### config.mk
export PLATFORM = sky130hd
export DESIGN_NAME = ps2_game_keys_flat
export DESIGN_NICKNAME = d
export VERILOG_FILES = /design/src/rtl/ps2_game_keys_if.sv /design/src/rtl/ps2_game_keys.sv /design/src/flat_wrapper.sv
export SDC_FILE = /design/constraint.sdc
export NUM_CORES = 1
export LEC_CHECK = 0
export CAP_MARGIN = 15
export CORE_ASPECT_RATIO = 1.2
export CORE_MARGIN = 3
export CORE_UTILIZATION = 35
export DETAILED_ROUTE_END_ITERATION = 7
export PLACE_DENSITY = 0.58
export SYNTH_ARGS = -nofsm -noshare
export SYNTH_HDL_FRONTEND = slang
export SYNTH_SLANG_ARGS = --single-unit
### constraint.sdc
create_clock -name clock -period 2.95 [get_ports clock]
set_clock_uncertainty 0.1 [all_clocks]
set_input_delay 0.59 -clock clock [delete_from_list [all_inputs] [get_ports clock]]
set_output_delay 0.59 -clock clock [all_outputs]
set_load 0.02 [all_outputs]
### src/rtl/ps2_game_keys_if.sv
// ============================================================================
//  Module      : ps2_game_keys_if
//  Description : Bus between the PS/2 byte receiver side and the game-key
//                decoder: scan-code byte strobe in, game controls out.
//  Revision    : 1.0 - initial release
// ============================================================================
`default_nettype none

interface ps2_game_keys_if;
    logic [7:0] key_data;
    logic       key_valid;
    logic       move_left;
    logic       move_right;
    logic       fire;
    logic       pause;
    logic [7:0] last_code;

    // Byte source / control consumer side
    modport master (
        output key_data,
        output key_valid,
        input  move_left,
        input  move_right,
        input  fire,
        input  pause,
        input  last_code
    );

    // Decoder side
    modport slave (
        input  key_data,
        input  key_valid,
        output move_left,
        output move_right,
        output fire,
        output pause,
        output last_code
    );
endinterface

`default_nettype wire

### src/rtl/ps2_game_keys.sv
// ============================================================================
//  Module      : ps2_game_keys
//  Description : PS/2 set-2 scan-code decoder producing registered game
//                controls (held left/right, rate-limited fire pulse, pause
//                toggle) and the last decoded key code.
//                Optional feature macro: PS2_AUTOFIRE_EN (fire re-pulses every
//                FIRE_COOLDOWN cycles while space is held and not paused).
//  Revision    : 1.0 - initial release
// ============================================================================
`default_nettype none

module ps2_game_keys #(
    parameter int FIRE_COOLDOWN = 2500000,
    parameter int SKIP_E1       = 7
) (
    input  logic            clock,
    input  logic            reset,
    ps2_game_keys_if.slave  bus
);

    localparam int CD_W = $clog2(FIRE_COOLDOWN + 1);
    localparam int SK_W = (SKIP_E1 < 1) ? 1 : $clog2(SKIP_E1 + 1);
    localparam logic [CD_W-1:0] c_cd_load = CD_W'(FIRE_COOLDOWN - 1);
    localparam logic [SK_W-1:0] c_sk_load = SK_W'(SKIP_E1);

    localparam logic [7:0] c_ext    = 8'hE0;
    localparam logic [7:0] c_brk    = 8'hF0;
    localparam logic [7:0] c_e1     = 8'hE1;
    localparam logic [7:0] c_larrow = 8'h6B;   // extended
    localparam logic [7:0] c_rarrow = 8'h74;   // extended
    localparam logic [7:0] c_key_a  = 8'h1C;
    localparam logic [7:0] c_key_d  = 8'h23;
    localparam logic [7:0] c_space  = 8'h29;
    localparam logic [7:0] c_key_p  = 8'h4D;

    typedef enum logic [2:0] {
        ST_IDLE    = 3'd0,
        ST_EXT     = 3'd1,
        ST_BRK     = 3'd2,
        ST_EXT_BRK = 3'd3,
        ST_SKIP    = 3'd4
    } state_t;

    state_t          state;
    logic [SK_W-1:0] skip_cnt;
    logic [CD_W-1:0] cooldown;

    logic l_arrow, l_a, r_arrow, r_d, fire_held, p_held;
    logic pause_q, fire_q, move_left_q, move_right_q;
    logic [7:0] last_code_q;

    // Decode strobe for the current byte
    logic dec_valid, dec_ext, dec_brk;
    logic hit_l_arrow, hit_l_a, hit_r_arrow, hit_r_d, hit_fire, hit_p;
    logic l_arrow_n, l_a_n, r_arrow_n, r_d_n, fire_held_n, p_held_n;
    logic pause_n, left_n, right_n;
    logic fire_make, fire_auto, fire_issue;

    // Classify the incoming byte: is it the final byte of a make/break?
    always_comb begin
        dec_valid = 1'b0;
        dec_ext   = 1'b0;
        dec_brk   = 1'b0;
        if (bus.key_valid) begin
            case (state)
                ST_IDLE: dec_valid = (bus.key_data != c_ext) &&
                                     (bus.key_data != c_brk) &&
                                     (bus.key_data != c_e1);
                ST_EXT: begin
                    dec_valid = (bus.key_data != c_brk);
                    dec_ext   = 1'b1;
                end
                ST_BRK: begin
                    dec_valid = 1'b1;
                    dec_brk   = 1'b1;
                end
                ST_EXT_BRK: begin
                    dec_valid = 1'b1;
                    dec_ext   = 1'b1;
                    dec_brk   = 1'b1;
                end
                default: dec_valid = 1'b0;
            endcase
        end
    end

    // Key map, flag next-state, pause toggle and fire issue
    always_comb begin
        hit_l_arrow = dec_valid &&  dec_ext && (bus.key_data == c_larrow);
        hit_r_arrow = dec_valid &&  dec_ext && (bus.key_data == c_rarrow);
        hit_l_a     = dec_valid && !dec_ext && (bus.key_data == c_key_a);
        hit_r_d     = dec_valid && !dec_ext && (bus.key_data == c_key_d);
        hit_fire    = dec_valid && !dec_ext && (bus.key_data == c_space);
        hit_p       = dec_valid && !dec_ext && (bus.key_data == c_key_p);

        l_arrow_n   = hit_l_arrow ? !dec_brk : l_arrow;
        l_a_n       = hit_l_a     ? !dec_brk : l_a;
        r_arrow_n   = hit_r_arrow ? !dec_brk : r_arrow;
        r_d_n       = hit_r_d     ? !dec_brk : r_d;
        fire_held_n = hit_fire    ? !dec_brk : fire_held;
        p_held_n    = hit_p       ? !dec_brk : p_held;

        // Typematic repeats of P arrive with p_held set and are ignored
        pause_n = pause_q ^ (hit_p && !dec_brk && !p_held);
        left_n  = l_arrow_n | l_a_n;
        right_n = r_arrow_n | r_d_n;

        fire_make = hit_fire && !dec_brk && !fire_held && !pause_q &&
                    (cooldown == '0);
`ifdef PS2_AUTOFIRE_EN
        fire_auto = fire_held && !pause_q && (cooldown == '0);
`else
        fire_auto = 1'b0;
`endif
        fire_issue = fire_make | fire_auto;
    end

    // Prefix tracker: E0/F0/E1 prefixes and the E1 discard counter
    always_ff @(posedge clock) begin
        if (reset) begin
            state    <= ST_IDLE;
            skip_cnt <= '0;
        end else if (bus.key_valid) begin
            case (state)
                ST_IDLE: begin
                    if (bus.key_data == c_ext) begin
                        state <= ST_EXT;
                    end else if (bus.key_data == c_brk) begin
                        state <= ST_BRK;
                    end else if (bus.key_data == c_e1) begin
                        if (SKIP_E1 > 0) begin
                            state    <= ST_SKIP;
                            skip_cnt <= c_sk_load;
                        end
                    end
                end
                ST_EXT:     state <= (bus.key_data == c_brk) ? ST_EXT_BRK : ST_IDLE;
                ST_BRK:     state <= ST_IDLE;
                ST_EXT_BRK: state <= ST_IDLE;
                ST_SKIP: begin
                    if (skip_cnt <= SK_W'(1)) begin
                        state    <= ST_IDLE;
                        skip_cnt <= '0;
                    end else begin
                        skip_cnt <= skip_cnt - SK_W'(1);
                    end
                end
                default: state <= ST_IDLE;
            endcase
        end
    end

    // Held flags, pause, fire cooldown and registered outputs
    always_ff @(posedge clock) begin
        if (reset) begin
            l_arrow      <= 1'b0;
            l_a          <= 1'b0;
            r_arrow      <= 1'b0;
            r_d          <= 1'b0;
            fire_held    <= 1'b0;
            p_held       <= 1'b0;
            pause_q      <= 1'b0;
            fire_q       <= 1'b0;
            move_left_q  <= 1'b0;
            move_right_q <= 1'b0;
            last_code_q  <= 8'h00;
            cooldown     <= '0;
        end else begin
            l_arrow      <= l_arrow_n;
            l_a          <= l_a_n;
            r_arrow      <= r_arrow_n;
            r_d          <= r_d_n;
            fire_held    <= fire_held_n;
            p_held       <= p_held_n;
            pause_q      <= pause_n;
            fire_q       <= fire_issue;
            move_left_q  <= left_n  & ~right_n & ~pause_n;
            move_right_q <= right_n & ~left_n  & ~pause_n;
            if (dec_valid) begin
                last_code_q <= bus.key_data;
            end
            // Cooldown keeps running through pause; saturates at zero
            if (fire_issue) begin
                cooldown <= c_cd_load;
            end else if (cooldown != '0) begin
                cooldown <= cooldown - CD_W'(1);
            end
        end
    end

    assign bus.move_left  = move_left_q;
    assign bus.move_right = move_right_q;
    assign bus.fire       = fire_q;
    assign bus.pause      = pause_q;
    assign bus.last_code  = last_code_q;

endmodule

`default_nettype wire
### src/flat_wrapper.sv
// flat-port wrapper written by rule: the top's interface ports become plain ports
module ps2_game_keys_flat 
#(
    parameter int FIRE_COOLDOWN = 2500000,
    parameter int SKIP_E1       = 7
)
  (clock, reset, bus_key_data, bus_key_valid, bus_move_left, bus_move_right, bus_fire, bus_pause, bus_last_code);
  ps2_game_keys_if bus_i ();
  input  logic clock;
  input  logic reset;
  input wire logic [$bits(bus_i.key_data)-1:0] bus_key_data;
  input wire logic [$bits(bus_i.key_valid)-1:0] bus_key_valid;
  output wire logic [$bits(bus_i.move_left)-1:0] bus_move_left;
  output wire logic [$bits(bus_i.move_right)-1:0] bus_move_right;
  output wire logic [$bits(bus_i.fire)-1:0] bus_fire;
  output wire logic [$bits(bus_i.pause)-1:0] bus_pause;
  output wire logic [$bits(bus_i.last_code)-1:0] bus_last_code;
  assign bus_i.key_data = bus_key_data;
  assign bus_i.key_valid = bus_key_valid;
  assign bus_move_left = bus_i.move_left;
  assign bus_move_right = bus_i.move_right;
  assign bus_fire = bus_i.fire;
  assign bus_pause = bus_i.pause;
  assign bus_last_code = bus_i.last_code;
  ps2_game_keys #(.FIRE_COOLDOWN(FIRE_COOLDOWN), .SKIP_E1(SKIP_E1)) u_core (.clock(clock), .reset(reset), .bus(bus_i));
endmodule
==> out/results.tsv <==
stage	metric	value	unit
run_status	outcome	completed	
layout	fillers	682	
min_path	critical hold path startpoint	u_core.bus.last_code[6]$_SDFFE_PP0P_	
clock_tree	CTS tree	yes	
layout	area of the multi-input gates	1360	µm²
route	post-DR wirelength/cell	14.5	µm
route	Pre-Repair DR Iteration Count	4	
synthesis	Syn Area/Cell	8.79	µm²
synthesis	Cells after Synth	270	
sta	Final min period	2.61	ns
clock_tree	Max Root-Sink Buffers	2	
sta	Slew Viols, Final	0	
layout	synthesis-to-finish area growth	20.7	%
global_routing	antenna violations before repair	0	
synthesis	Synth area leader	dfxtp_1	
sta	RSZ-0062 raised after global routing	no	
layout	Layout Nets	312	
route	final wirelength	5580	µm
sta	period utilization	88.3	%
route	1st-iter DRT viols	73	
route	total number of vias	2077	
sta	Fin. Hold Viols	0	
clock_tree	postcts setup bufs	0	
setup_path	crit path capture type	flop	
layout	commonest non-fill, non-tap cell in the layout	dfxtp_1	
run	Max-Cap Viols	0	
synthesis	post-synthesis sequential area ratio	38.8	%
synthesis	Yosys warnings	0	
synthesis	Synth top area share	38.8	%
sta	f_max	384	MHz
power	leakage power	0.00109	µW
global_routing	number of global-route vias before repair	2027	
power	Worst IR Drop VDD	0.508	mV
layout	number of inserted diodes	0	
setup_path	type of origin of the critical path	primary input	
setup_path	Crit Path Class	in -> reg	
clock_tree	clock latency on the worst-skew pair	0.30	ns
synthesis	synth unique cells	56	
global_routing	Total Routing Usage GR	15.5	%
min_path	worst hold stages	2	
power	sequential power share	34.1	%
power	Clk pwr share	21.9	%
synthesis	top_reg_cell synth	dfxtp_1	
power	sw frac	39.0	%
placement	GPL Wtd Cong	0.777	
die	die width	81.2	µm
power	P_sw	1040	µW
synthesis	synthesized cell area	2370	µm²
die	# IOs	23	
die	total die area	7810	µm²
clock_tree	CTS clock-pin slew for the worst setup and hold paths	0.09	ns
placement	Port Buffers	22	
placement	DP Wirelength	4140	µm
clock_tree	post-CTS resize count	0	
setup_path	R2R Path End	u_core.cooldown[19]$_SDFFE_PP0N_	
setup_path	Worst Path Arrival	2.72	ns
route	antenna-violating nets left	0	
setup_path	reg2reg setup slack	0.63	ns
sta	total negative slack	0	ns
clock_tree	Num Clock Sinks	46	
die	row cnt	32	
clock_tree	hold_buf cts	0	
power	combinational power share	44.0	%
synthesis	asr flop ratio synth	0	%
global_routing	global route total overflow	0	
sta	Relative slew margins	58.1	%
setup_path	Data required, critical path	3.07	ns
synthesis	post-synth net total	284	
setup_path	CP max-delay cell	or4b_4	
min_path	Hold Path End	u_core.bus.last_code[6]$_SDFFE_PP0P_	
setup_path	Crit path largest cell delay	0.54	ns
power	pwr dens	928	nW/µm²
layout	most frequent cells in the layout	dfxtp_1 (46), nor2_1 (37), clkdlybuf4s50_1 (22), a21oi_1 (20), nor3_1 (17)	
setup_path	Reg2Reg Launch Point	u_core.cooldown[3]$_SDFFE_PP0P_	
layout	register area	921	µm²
setup_path	CP Cell Sequence	clkdlybuf4s50_1, or4b_4, or4_4, a221o_1, nor4b_2	
setup_path	CP startpoint	bus_key_data[6]	
sta	Finish-stage setup viols	0	
min_path	hold crit path type	reg -> reg	
sta	Worst Tran Pin Value	0.624	ns
synthesis	Seq cells post-synth	46	
power	Internal Pwr Total	1620	µW
route	Post-route DRC	0	
synthesis	EDFF count, synth	0	
setup_path	Worst Path Max Fanout	3	
layout	share of layout cells above drive strength 1	9.70	%
power	Total Power	2660	µW
global_routing	global-route wire length before repair	9390	µm
route	vias per cell	5.41	
die	Initial Util	36.6	%
die	core area	6490	µm²
setup_path	reg2reg path depth	5	
clock_tree	CTS buffer count	5	
clock_tree	CTS H-tree lvls	2	
global_routing	pin count of the biggest net entering global routing	23	
synthesis	Area contributors post-synth	dfxtp_1 (39%), mux2i_1 (5.9%), nor2_1 (5.9%)	
die	Die Y	96.2	µm
clock_tree	CTS root buf	clkbuf_8	
## through the flow
step	utilization [%]	cells	hold WS (ns)	area (µm²)	setup slack, ns
after floorplan	-	270	0.365	2370	0.483
after global placement	41.9	376	0.380	2720	0.0615
after detailed placement	41.9	376	0.380	2720	0.0302
after CTS	44.1	384	0.405	2860	0.355
after global routing	44.1	384	0.427	2860	0.277
final	44.1	384	0.399	2860	0.344
## how the worst max path moves through the flow
stage / to / depth (start not counted)
floorplan: u_core.bus.move_right$_SDFF_PP0_ / 5
global placement: u_core.bus.move_right$_SDFF_PP0_ / 5
detailed placement: u_core.bus.move_right$_SDFF_PP0_ / 5
CTS: u_core.bus.move_right$_SDFF_PP0_ / 5
global route: u_core.bus.move_right$_SDFF_PP0_ / 5
finish: u_core.bus.move_right$_SDFF_PP0_ / 5
## cell families (layout without fill, tap and decap cells)
group | Yosys count | in the layout | share of synthesized area, %
and+or+nand+nor | 122 | 122 | 30.1
AOI/OAI and AO/OA | 57 | 57 | 16.6
DFF | 46 | 46 | 38.8
buffers and inverters | 20 | 49 | 3.69
muxes | 17 | 17 | 7.33
xor gates and xnor gates | 5 | 5 | 1.85
adders and majority gates | 3 | 3 | 1.58
## area by class of cell
| class | count | area share, % |
|---|---|---|
| Tap cell | 85 | 3.72 |
| Inverter | 9 | 1.18 |
| Clock buffer | 6 | 2.88 |
| Clock inverter | 2 | 2.10 |
| Multi-Input combinational cell | 204 | 47.6 |
| Sequential cell | 46 | 32.2 |
| Timing Repair Buffer | 32 | 10.3 |
## worst max-delay path, delay by kind of cell
kind                   cells  cell delay (ns)
buffers and inverters      1             0.43
AOI/OAI and AO/OA          1             0.37
and+or+nand+nor            3             1.32
## synth_stat cells, types with 2 or more instances
cell / number
nor4b_2: 2
nor2_1: 37
nand2b_1: 10
and4_1: 2
xor2_1: 4
a21o_1: 2
a211oi_1: 2
mux2_2: 3
nor3_1: 17
nor4_1: 9
clkbuf_1: 8
or3_1: 5
mux2i_1: 14
o21a_1: 5
or4_1: 7
nand2_1: 6
o211ai_1: 3
nand4_1: 5
inv_1: 9
nand3_1: 3
nand3b_1: 2
o31ai_1: 4
a21oi_1: 20
ha_1: 3
dfxtp_1: 46
o21ai_0: 6
o2111a_1: 2
nor2b_1: 4
o211a_1: 2
and4b_1: 2
## sequential cells by signal (all words and copies together) (netlist names), 3 cells and up
name,cells
u_core.bus.last_code,8
u_core.cooldown,22
u_core.skip_cnt,3
u_core.state,3
## power by group through the flow
stage               clock network, µW  registers (µW)  logic [µW]
floorplan                           0             884         895
global placement                    0             915        1160
detailed placement                  0             920        1160
CTS                               601             906        1170
global route                      621             926        1320
finish                            581             907        1170
## routing by layer
| metal | wire (µm) | global-route usage (%) | up-vias |
|---|---|---|---|
| li1 | - | - | 1060 |
| met1 | 2430 | 17.0 | 979 |
| met2 | 2880 | 28.9 | 29 |
| met3 | 164 | 3.18 | 9 |
| met4 | 102 | 6.06 | 0 |
| met5 | 0 | 0 | - |
(Power assumes the default switching activity.)
